### config.mk
export PLATFORM = sky130hd
export DESIGN_NAME = multdiv_ctrl_flat
export DESIGN_NICKNAME = d
export VERILOG_FILES = /design/src/rtl/multdiv_pkg.sv /design/src/rtl/multdiv_if.sv /design/src/rtl/multdiv_iter_cnt.sv /design/src/rtl/multdiv_ctrl.sv /design/src/flat_wrapper.sv
export SDC_FILE = /design/constraint.sdc
export NUM_CORES = 1
export LEC_CHECK = 0
export BUFFER_PORTS_ARGS = -buffer_cell sky130_fd_sc_hd__buf_4
export CAP_MARGIN = 40
export CORE_AREA = 2 2 39 41
export CTS_CLUSTER_SIZE = 16
export DETAILED_ROUTE_END_ITERATION = 6
export DIE_AREA = 0 0 41 43
export PLACE_DENSITY = 0.67
export SLEW_MARGIN = 20
export SYNTH_ARGS = -nofsm -noshare
export SYNTH_HDL_FRONTEND = slang
export SYNTH_SLANG_ARGS = --single-unit
### constraint.sdc
create_clock -name clk -period 2.7 [get_ports clk]
set_input_delay 0.135 -clock clk [delete_from_list [all_inputs] [get_ports clk]]
set_output_delay 0.135 -clock clk [all_outputs]
set_load 0.01 [all_outputs]
### src/rtl/multdiv_pkg.sv
// multdiv_pkg: shared types and default constants for the multiply/divide
// sequencing controller.
//   state_t        - controller state encoding (3 bits)
//   MULT_ITERS_D   - default multiply iteration count (radix-4 Booth, 32b)
//   DIV_ITERS_D    - default divide iteration count (non-restoring, 32b)
//   CNT_W_D        - default iteration counter width
package multdiv_pkg;

  typedef enum logic [2:0] {
    IDLE = 3'd0,
    LOAD = 3'd1,
    RUN  = 3'd2,
    FIX  = 3'd3,
    DONE = 3'd4
  } state_t;

  localparam int MULT_ITERS_D = 16;
  localparam int DIV_ITERS_D  = 32;
  localparam int CNT_W_D      = 6;

endpackage

### src/rtl/multdiv_if.sv
// multdiv_if: handshake bundle between the processor/datapath and the
// multiply/divide controller.
//   master: drives start pulses and datapath flags, observes strobes/results
//   slave : the controller side
import multdiv_pkg::*;

interface multdiv_if #(
  parameter int CNT_W = CNT_W_D
);
  logic             ctrl_MULT;
  logic             ctrl_DIV;
  logic             div_by_zero;
  logic             mult_ovf;
  logic             load;
  logic             step_en;
  logic             finish;
  logic             op_is_div;
  logic [CNT_W-1:0] iter;
  logic             busy;
  logic             data_resultRDY;
  logic             data_exception;

  modport master (
    output ctrl_MULT, ctrl_DIV, div_by_zero, mult_ovf,
    input  load, step_en, finish, op_is_div, iter, busy,
           data_resultRDY, data_exception
  );

  modport slave (
    input  ctrl_MULT, ctrl_DIV, div_by_zero, mult_ovf,
    output load, step_en, finish, op_is_div, iter, busy,
           data_resultRDY, data_exception
  );
endinterface

### src/rtl/multdiv_iter_cnt.sv
// multdiv_iter_cnt: CNT_W-bit iteration counter for the mult/div controller.
//   clk    - clock
//   clr_n  - synchronous active-low reset
//   i_clr  - synchronous clear strobe (controller LOAD state)
//   i_en   - count enable
//   o_cnt  - current count
// Terminal-count detection is done by the controller, not here.
import multdiv_pkg::*;

module multdiv_iter_cnt #(
  parameter int CNT_W = CNT_W_D
) (
  input  logic             clk,
  input  logic             clr_n,
  input  logic             i_clr,
  input  logic             i_en,
  output logic [CNT_W-1:0] o_cnt
);
  logic [CNT_W-1:0] r_cnt;

  always_ff @(posedge clk) begin
    if (!clr_n)     r_cnt <= '0;
    else if (i_clr) r_cnt <= '0;
    else if (i_en)  r_cnt <= r_cnt + 1'b1;
  end

  assign o_cnt = r_cnt;
endmodule

### src/rtl/multdiv_ctrl.sv
// multdiv_ctrl: sequencing controller for the iterative multiply/divide unit.
//   clk    - clock
//   clr_n  - synchronous active-low reset
//   bus    - multdiv_if.slave: start pulses, datapath flags, datapath
//            strobes (load/step_en/finish), op_is_div, iter, busy and the
//            result handshake (data_resultRDY/data_exception)
// Outputs are either registers or decodes of the state register; no input
// reaches an output combinationally.
import multdiv_pkg::*;

module multdiv_ctrl #(
  parameter int MULT_ITERS = MULT_ITERS_D,
  parameter int DIV_ITERS  = DIV_ITERS_D,
  parameter int CNT_W      = CNT_W_D
) (
  input  logic     clk,
  input  logic     clr_n,
  multdiv_if.slave bus
);
  localparam logic [CNT_W-1:0] MULT_LAST = CNT_W'(MULT_ITERS - 1);
  localparam logic [CNT_W-1:0] DIV_LAST  = CNT_W'(DIV_ITERS - 1);

  state_t           r_state;
  logic             r_op_div;
  logic             r_dz;
  logic             r_exc;
  logic [CNT_W-1:0] w_iter;
  logic             w_start;
  logic             w_last;
  logic             w_step;

  assign w_start = bus.ctrl_MULT | bus.ctrl_DIV;
  assign w_step  = (r_state == RUN);
  assign w_last  = (w_iter == (r_op_div ? DIV_LAST : MULT_LAST));

  always_ff @(posedge clk) begin
    if (!clr_n) begin
      r_state  <= IDLE;
      r_op_div <= 1'b0;
      r_dz     <= 1'b0;
      r_exc    <= 1'b0;
    end else if (w_start) begin
      // Restart from any state; multiply wins a simultaneous start.
      r_state  <= LOAD;
      r_op_div <= bus.ctrl_DIV & ~bus.ctrl_MULT;
      r_dz     <= bus.div_by_zero & bus.ctrl_DIV & ~bus.ctrl_MULT;
      r_exc    <= 1'b0;
    end else begin
      case (r_state)
        LOAD: begin
          r_state <= r_dz ? DONE : RUN;
          if (r_dz) r_exc <= 1'b1;
        end
        RUN:     if (w_last) r_state <= FIX;
        FIX: begin
          r_state <= DONE;
          r_exc   <= r_op_div ? 1'b0 : bus.mult_ovf;
        end
        DONE:    r_state <= IDLE;
        default: r_state <= IDLE;
      endcase
    end
  end

  // Counting stops on the last step so iter parks at N-1 instead of wrapping.
  multdiv_iter_cnt #(.CNT_W(CNT_W)) u_cnt (
    .clk   (clk),
    .clr_n (clr_n),
    .i_clr (r_state == LOAD),
    .i_en  (w_step & ~w_last),
    .o_cnt (w_iter)
  );

  assign bus.load           = (r_state == LOAD);
  assign bus.step_en        = w_step;
  assign bus.finish         = (r_state == FIX);
  assign bus.busy           = (r_state != IDLE);
  assign bus.data_resultRDY = (r_state == DONE);
  assign bus.op_is_div      = r_op_div;
  assign bus.data_exception = r_exc;
  assign bus.iter           = w_iter;
endmodule

### src/flat_wrapper.sv
// flat-port wrapper written by rule: the top's interface ports become plain ports
module multdiv_ctrl_flat 
#(
  parameter int MULT_ITERS = MULT_ITERS_D,
  parameter int DIV_ITERS  = DIV_ITERS_D,
  parameter int CNT_W      = CNT_W_D
)
  (clk, clr_n, bus_ctrl_MULT, bus_ctrl_DIV, bus_div_by_zero, bus_mult_ovf, bus_load, bus_step_en, bus_finish, bus_op_is_div, bus_iter, bus_busy, bus_data_resultRDY, bus_data_exception);
  multdiv_if #(.CNT_W(CNT_W)) bus_i ();
  input  logic clk;
  input  logic clr_n;
  input wire logic [$bits(bus_i.ctrl_MULT)-1:0] bus_ctrl_MULT;
  input wire logic [$bits(bus_i.ctrl_DIV)-1:0] bus_ctrl_DIV;
  input wire logic [$bits(bus_i.div_by_zero)-1:0] bus_div_by_zero;
  input wire logic [$bits(bus_i.mult_ovf)-1:0] bus_mult_ovf;
  output wire logic [$bits(bus_i.load)-1:0] bus_load;
  output wire logic [$bits(bus_i.step_en)-1:0] bus_step_en;
  output wire logic [$bits(bus_i.finish)-1:0] bus_finish;
  output wire logic [$bits(bus_i.op_is_div)-1:0] bus_op_is_div;
  output wire logic [$bits(bus_i.iter)-1:0] bus_iter;
  output wire logic [$bits(bus_i.busy)-1:0] bus_busy;
  output wire logic [$bits(bus_i.data_resultRDY)-1:0] bus_data_resultRDY;
  output wire logic [$bits(bus_i.data_exception)-1:0] bus_data_exception;
  assign bus_i.ctrl_MULT = bus_ctrl_MULT;
  assign bus_i.ctrl_DIV = bus_ctrl_DIV;
  assign bus_i.div_by_zero = bus_div_by_zero;
  assign bus_i.mult_ovf = bus_mult_ovf;
  assign bus_load = bus_i.load;
  assign bus_step_en = bus_i.step_en;
  assign bus_finish = bus_i.finish;
  assign bus_op_is_div = bus_i.op_is_div;
  assign bus_iter = bus_i.iter;
  assign bus_busy = bus_i.busy;
  assign bus_data_resultRDY = bus_i.data_resultRDY;
  assign bus_data_exception = bus_i.data_exception;
  multdiv_ctrl #(.MULT_ITERS(MULT_ITERS), .DIV_ITERS(DIV_ITERS), .CNT_W(CNT_W)) u_core (.clk(clk), .clr_n(clr_n), .bus(bus_i));
endmodule
# Yosys cells after proc, flatten, opt, wreduce, memory -nomap -nowiden
# Index checks and enable logic that the tools add are counted.
totals:
  regBits: 12
  latch_bits: 0
  mem_bits_rw: 0
  romBits: 0
  in_bits: 6
  elab_cells: 36
  memories: 0
op_classes:
  addsub: 1
  mul: 0
  div: 0
  order_cmp: 0
  n_eq_ne: 8
  shifts: 0
  mux: 8
  bitwise: 8
  reduce_logical: 5
op_table:
  columns: ["cell", "n"]
  rows:
  - ["$pmux 3 s3", 1]
  - ["$add 6x1->6 const B", 1]
  - ["$eq 3x2->1 const B", 2]
  - ["$eq 6x6->1", 1]
  - ["$mux 3", 2]
  - ["$mux 5", 1]
  - ["$and 1x1->1", 4]
  - ["$ne 2x1->1 const B", 2]
  - ["$reduce_or 2->1", 2]
  - ["$eq 3x1->1 const B", 1]
  - ["$eq 3x3->1 const B", 1]
  - ["$mux 1", 3]
  - ["$ne 3x1->1 const B", 1]
  - ["$not 1->1", 3]
  - ["$reduce_bool 3->1", 1]
  - ["$pmux 1 s2", 1]
  - ["$reduce_and 2->1", 1]
  - ["$reduce_bool 2->1", 1]
  - ["$or 1x1->1", 1]

# Longest topological paths before layout
# Gate-level depths: netlist of run 1.
logic_depth:
  ltp_word: 5
  mapped_depth: 5

# Cells and area by module
# Synthesis of run 1 repeated with hierarchy kept, for this count alone.
unflattened:
  cells_unflattened: 59
  area_unflattened_um2: 539.3
by_module_without_submodules:
  columns: ["module", "instances", "cells_per_inst", "area_per_inst_um2"]
  rows:
  - ["multdiv_ctrl", 1, 34, 294.0]
  - ["multdiv_iter_cnt", 1, 25, 245.2]

# Worst setup path before layout of run 1
# No wires, ideal clock.
synth_timing:
  kind: "register -> register"
  startpoint: "register u_core.r_state[1]"
  endpoint: "register u_core.u_cnt.r_cnt[5] (netlist: u_core.u_cnt.o_cnt[5])"
  setup_ns: 0.070
  arrival_time_ns: 1.550
  required_time_ns: 2.630
  path_slack_ns: 1.080
  path_stages_with_launch: 5
  n_path_buf: 0
  period_less_slack_ns: 1.620
  path_cell_list: "dfxtp_1 nor3b_4 o31ai_2 or4_1 a21oi_1"
synth_between:
  elab_chain_len: 2
  elab_cells_between_ends: 4
synth_lines:
  columns: ["item", "line", "source"]
  rows:
  - ["start: declaration", "multdiv_ctrl.sv:23", "state_t r_state;"]
  - ["start signal: assignment", "multdiv_ctrl.sv:51", "r_state <= r_dz ? DONE : RUN;"]
  - ["$eq 3x2->1", "multdiv_ctrl.sv:33", "assign w_step = (r_state == RUN);"]
  - ["via bus_step_en", "flat_wrapper.sv:17", "output wire logic [$bits(bus_i.step_en)-1:0] bus_step_en;"]
  - ["$and 1x1->1", "multdiv_ctrl.sv:70", ".i_en (w_step & ~w_last),"]
  - ["end signal: assignment", "multdiv_iter_cnt.sv:24", "else if (i_en) r_cnt <= r_cnt + 1'b1;"]
  - ["end: declaration", "multdiv_iter_cnt.sv:19", "logic [CNT_W-1:0] r_cnt;"]
# The timed path passes the listed nets, and every way through them passes these cells.
# A chain may end at the register's enable or synchronous reset.

# Worst setup path after layout of run 1
layout_timing:
  startpoint: "register u_core.r_state[1]"
  endpoint: "register u_core.u_cnt.r_cnt[5] (netlist: u_core.u_cnt.o_cnt[5])"
layout_between:
  elab_chain_len: 2
  elab_cells_between_ends: 4
layout_lines:
  columns: ["item", "line"]
  rows:
  - ["$eq 3x2->1 or $eq 3x1->1 (tied branches)", "multdiv_ctrl.sv:33, multdiv_ctrl.sv:69"]
  - ["$and 1x1->1 or $reduce_or 2->1 (tied branches)", null]
# Several ways; a longest one is shown, not always the timed one.

==> qor.yml, run 1 <==
p_clk_share_pct: 33.5
syn2layout_area_growth_pct: 32.1
ios: 19
synth-seq-cells: 12
synth_cells: 62
instances_no_fill: 99
chipHeight_um: 43
synth_top_family_by_area: "simple AND/OR/NAND/NOR gates"
clkLatencyLatePin_ps: 270
fin_nets: 92
p_leak_nw: 0.307
min_period_over_period_pct: 62.1
setup_viol: 0
whs_path_depth: 2
cts_buffers: 3
fin_util_pct: 52.8
portBuffers: 18
synthTopCellsByArea: "dfxtp_1 43%, nor2_1 8.1%, mux2i_1 5.4%, xor2_1 4.8%, nor3_1 3.6%"
syn-cell-area_um2: 553
internal_power_mw: 0.248
cts_root_buf: "clkbuf_4"
track_usage_pct: 14.4
drtAntennaViolNets: 0
clockBufferDepth: 2
ys_types: 24
avgSynthCellArea_um2: 8.92
cts.htree.levels: 1
synth-compound-area-share_pct: 12.4
cp.arrival_ps: 1880
cts_tree: "yes"
yosys.area_share.simple_pct: 31.0
cts_hold_buf: 0
pwr-share-seq_pct: 56.9
dr_total_vias: 508
placed_cells: 96
switching_share_pct: 23.3
seq_area_frac_synth_pct: 43.4
final_common_cell: "buf_4"
end_kind: "register"
worstPathMaxFanout: 8
wl_mm: 1.06
worst_pin_slew_ps: 520
gp_congestion: 0.734
die_x_um: 41
start_kind: "register"
worstSetupPathType: "reg -> reg"
layout_common_cells: "18 x buf_4, 12 x nor2_1, 12 x dfxtp_1, 4 x nor3_1"
yosys.area.top_type: "dfxtp_1"
synth.area.mux_share_pct: 5.43
hpwl_um: 817
coreArea_um2: 1380
irDropWorstVdd_mv: 0.241
drive_gt1_share_pct: 31.3
setup_tns_ps: 0
hp-class: "in -> reg"
antenna_found_initial: 0
cts_sinks: 12
combPwrFrac_pct: 9.6
reg2regPathDepth: 4
fin_crit_ps: 1680
final_max_slew_viol_count: 0
remaining_drc_errors: 0
viasPerCell: 5.13
slew_headroom_pct: 65.1
synth_xor_area_share_pct: 4.75
rsz0062_at_grt: "false"
drtIter0Drc: 3
grt_pass1_vias: 409
crit_required_ps: 2900
powerDensity_nw_per_um2: 442
grt_max_degree: 9
postCtsSetupBuffers: 0
rows: 14
overflow: 0
hold_violations: 0
ys_warn_count: 0
dieArea_um2: 1760
synthDominantCellAreaShare_pct: 43.4
power.switching_mw: 0.0752
synth_nets: 69
post_cts_resized: 0
drt_first_pass_iters: 4
n_antenna_cell: 0
start_util_pct: 40.0
wl_per_cell_um: 10.7
clk_pin_slew_worst_paths_ps: 70
status: "finished, final reports clean"
drv_cap: 0
grt_pass1_wl_mm: 1.68
max_freq_mhz: 597
synthAdderAreaFrac_pct: 2.26
clock-skew-final_ps: 0.387
[registers in the layout, summed over array words and instances, names as in the netlist]
register and flops:
u_core.r_dz 1, u_core.bus.op_is_div 1, u_core.u_cnt.o_cnt 6, u_core.bus.data_exception 1, u_core.r_state 3
[routing by layer]
metal  up-vias  track usage [%]  part of all wire, %
li1        267                -                    -
met1       227             19.7                   50
met2         9             18.1                   43
met3         5             3.14                  2.7
met4         0             12.0                  3.6
met5         -                0                    0
[path summary, 6_finish.rpt]
| path | start | end | slack (ps) |
|---|---|---|---|
| hold / removal | bus_ctrl_MULT | u_core.r_state[0]$_SDFFE_PN0P_ | 90 |
| hold reg to reg | u_core.bus.data_exception$_SDFFE_PP0P_ | u_core.bus.data_exception$_SDFFE_PP0P_ | 500 |
| setup / recovery | u_core.r_state[1]$_SDFFE_PP0N_ | u_core.u_cnt.o_cnt[5]$_SDFFE_PP0P_ | 1020 |
| setup reg to reg | u_core.r_state[1]$_SDFFE_PP0N_ | u_core.u_cnt.o_cnt[5]$_SDFFE_PP0P_ | 1020 |
[power groups by stage]
stage | clock network [mW] | logic [mW] | registers (mW)
after global routing | 0.118 | 0.0345 | 0.184
after CTS | 0.114 | 0.0309 | 0.184
after global placement | 0 | 0.0309 | 0.188
final | 0.108 | 0.0309 | 0.184
after floorplan | 0 | 0.0159 | 0.188
after detailed placement | 0 | 0.0308 | 0.188
[cells in the mapped netlist]
cell type and count:
a211oi_1 1, a21oi_1 3, and3_1 1, dfxtp_1 12, ha_1 1, inv_1 1
mux2i_1 3, nand2_1 3, nand2b_1 3, nand3_1 3, nor2_1 12, nor3_1 4
nor3b_1 1, nor3b_4 1, o211ai_1 1, o21ai_0 1, o21ai_1 1, o31a_1 1
o31ai_1 1, o31ai_2 1, or2_2 1, or3_2 2, or4_1 1, xor2_1 3
[area by class of cell]
cell class / count / area, um2
fill: 134 / 653
multi-input combinational: 49 / 309
sequential: 12 / 240
timing repair buffer: 18 / 135
clock buffer: 3 / 22.5
tap: 16 / 20.0
inverter: 1 / 3.75
[kinds of logic (layout without fill, tap and decap cells)]
family,count (synthesis),count (layout)
AO/OA/AOI/OAI,10,10
XOR/XNOR,3,3
flip-flops,12,12
AND/OR/NAND/NOR,32,32
adder cells (fa/ha/maj),1,1
multiplexers,3,3
buffers and inverters,1,22
[through the flow]
stage	worst slack [ps]	hold WS (ps)	area, um2	power, mW
5_1_grt	859	102	731	0.337
4_1_cts	1030	84.1	731	0.329
6_report	1020	91.1	731	0.323
3_5_place_dp	1030	362	708	0.219
2_1_floorplan	1080	251	553	0.204
3_3_place_gp	1070	366	708	0.219
[worst max-delay path, stage by stage (launching register included)]
cell and delay (ps):
dfxtp_1 440, nor3b_4 320, o31ai_2 190, or4_1 520, a21oi_1 140
(Power assumes the default switching activity.)
==> inputs of run 2 (changes only) <==
- clock period: 2.7 -> 1.6 ns (I/O delays scaled with it)
==> qor.yml, run 2 (same netlist as run 1, synthesis figures left out) <==
clockBufferDepth: 2  # unchanged
drive_gt1_share_pct: 40.4  # +9.1 points
overflow: 0  # unchanged
status: "finished, final reports clean"
postLayoutSetupSlackWorst_ps: 87.9  # -937 ps
cp_num_cells: 4  # unchanged
instances_no_fill: 105  # +6.1%
max_freq_mhz: 661  # +11%
placed_cells: 102  # +6.3%
syn2layout_area_growth_pct: 44.1
cts_sinks: 12  # unchanged
worstPathMaxFanout: 7  # -1
switching_share_pct: 22.9  # -0.34 points
die_x_um: 41  # unchanged
grt_pass1_vias: 466  # +14%
clock-skew-final_ps: 3.77  # +3.38 ps
cts_root_buf: "clkbuf_4"
regToRegStartpoint: "u_core.r_state[0]$_SDFFE_PN0P_"
cp.arrival_ps: 1710  # -170 ps
rsz0062_at_grt: "false"
clkLatencyLatePin_ps: 260  # about the same
reg2regPathDepth: 4  # unchanged
setup_tns_ps: 0  # unchanged
fin_crit_ps: 1510  # -163 ps
internal_power_mw: 0.422  # +70%
p_clk_share_pct: 32.7  # -0.8 points
cts_buffers: 3  # unchanged
remaining_drc_errors: 0  # unchanged
track_usage_pct: 16.2  # +1.9 points
slew_headroom_pct: 70.1  # +5.0 points
portBuffers: 18  # unchanged
cts.htree.levels: 1  # unchanged
final_common_cell: "buf_4"
min_period_over_period_pct: 94.5  # +32 points
drv_cap: 0  # unchanged
irDropWorstVdd_mv: 0.493  # +100%
hold_violations: 0  # unchanged
fillCellCount: 129  # -3.7%
ff_latch_area_um2: 243  # +1.0%
worstSetupPathType: "reg -> reg"
antenna_found_initial: 0  # unchanged
pwr-share-seq_pct: 56.5  # -0.4 points
worstPathCellList: "nor3b_4, o31ai_4, or4_1, a21oi_1"
worstReg2RegEnd: "u_core.u_cnt.o_cnt[5]$_SDFFE_PP0P_"
start_util_pct: 40.0  # unchanged
grt_pass1_wl_mm: 1.90  # +13%
slowest_stage: "or4_1"
startpoint: "u_core.r_state[0]$_SDFFE_PN0P_"
wl_mm: 1.18  # +12%
dieArea_um2: 1760  # unchanged
clk_pin_slew_worst_paths_ps: 70  # about the same
drtAntennaViolNets: 0  # unchanged
final_max_slew_viol_count: 0  # unchanged
p_leak_nw: 0.338  # +10%
fin_nets: 98  # +6.5%
max_stage_delay_ps: 510  # about the same
viasPerCell: 4.91  # -4.2%
drtIter0Drc: 2  # -1
n_antenna_cell: 0  # unchanged
worst_pin_slew_ps: 445  # -74.3 ps
layout_common_cells: "24 x buf_4, 12 x nor2_1, 10 x dfxtp_1, 4 x nor3_1"
drt_first_pass_iters: 2  # -2
power.switching_mw: 0.126  # +67%
largest_reg_flops: 6  # unchanged
setup_viol: 0  # unchanged
powerDensity_nw_per_um2: 687  # +55%
coreArea_um2: 1380  # unchanged
cp-endpoint: "u_core.u_cnt.o_cnt[5]$_SDFFE_PP0P_"
end_kind: "register"
start_kind: "register"
dr_total_vias: 516  # +1.6%
r2r_slack_ps: 90  # -940 ps
multiInputGateArea_um2: 328  # +6.1%
rows: 14  # unchanged
grt_max_degree: 8  # -1
min_from: "bus_ctrl_MULT"
gp_congestion: 0.795  # +8.2%
cts_tree: "yes"
cts_hold_buf: 0  # unchanged
chipHeight_um: 43  # unchanged
wl_per_cell_um: 11.2  # +5.5%
cp_top_family: "simple AND/OR/NAND/NOR gates"
worst-path-buf-inv: 0  # unchanged
ios: 19  # unchanged
hpwl_um: 940  # +15%
hp-class: "in -> reg"
crit_required_ps: 1800  # -1100 ps
combPwrFrac_pct: 10.8  # +1.2 points
dp_slack_ps: 44.9  # -988 ps
[run 2: changes by cell type in the layout (fill, tap and decap cells not counted), sizes merged]
cell  delta
buf      +6
[run 2: how the worst min path moves through the flow]
stage,end,cells after the start
global route,u_core.r_state[0]$_SDFFE_PN0P_,2
detailed placement,u_core.r_state[0]$_SDFFE_PN0P_,2
global placement,u_core.r_state[0]$_SDFFE_PN0P_,2
floorplan,u_core.bus.op_is_div$_SDFFE_PN0P_,2
CTS,u_core.r_state[0]$_SDFFE_PN0P_,2
finish,u_core.r_state[0]$_SDFFE_PN0P_,2
[run 2: area by class of cell]
type | instances | share of cell area (%)
Sequential cell | 12 | 30.5
Inverter | 1 | 0.471
Clock buffer | 3 | 2.83
Tap cell | 16 | 2.51
Multi-Input combinational cell | 49 | 41.1
Timing Repair Buffer | 24 | 22.6
[run 2: metal layers]
layer	vias up	global-route usage (%)	routed length, um
li1	273	-	-
met1	233	20.9	571
met2	8	23.8	554
met3	2	4.71	39
met4	0	8.00	14
met5	-	0	0
[run 2: what timing repair did]
action | 4_1_cts | 5_1_grt
buffers inserted | 0 | 0
setup endpoints to repair | 0 | 5
resized for setup | 0 | 3
[run 2: per-stage QoR]
| step | power, mW | area [um2] | hold WS (ps) | util (%) |
|---|---|---|---|---|
| global placement | 0.375 | 763 | 319 | 55.2 |
| detailed placement | 0.376 | 763 | 317 | 55.2 |
| finish | 0.547 | 797 | 45.9 | 57.6 |
| CTS | 0.558 | 786 | 37.5 | 56.8 |
| floorplan | 0.345 | 563 | 196 | - |
| global route | 0.578 | 797 | 50.6 | 57.6 |
[run 2: power by group through the flow]
stage                     Sequential (mW)  Clock (mW)  Combinational, mW
after floorplan                     0.317           0             0.0277
after global placement              0.316           0             0.0586
after detailed placement            0.316           0             0.0594
after CTS                           0.309       0.189             0.0594
after global routing                0.310       0.202             0.0657
final                               0.309       0.179             0.0590
[run 2: worst reg2reg max path, cell delays in order, from the launching register on]
cell and delay [ps]:
dfxtp_1 370, nor3b_4 270, o31ai_4 160, or4_1 510, a21oi_1 140
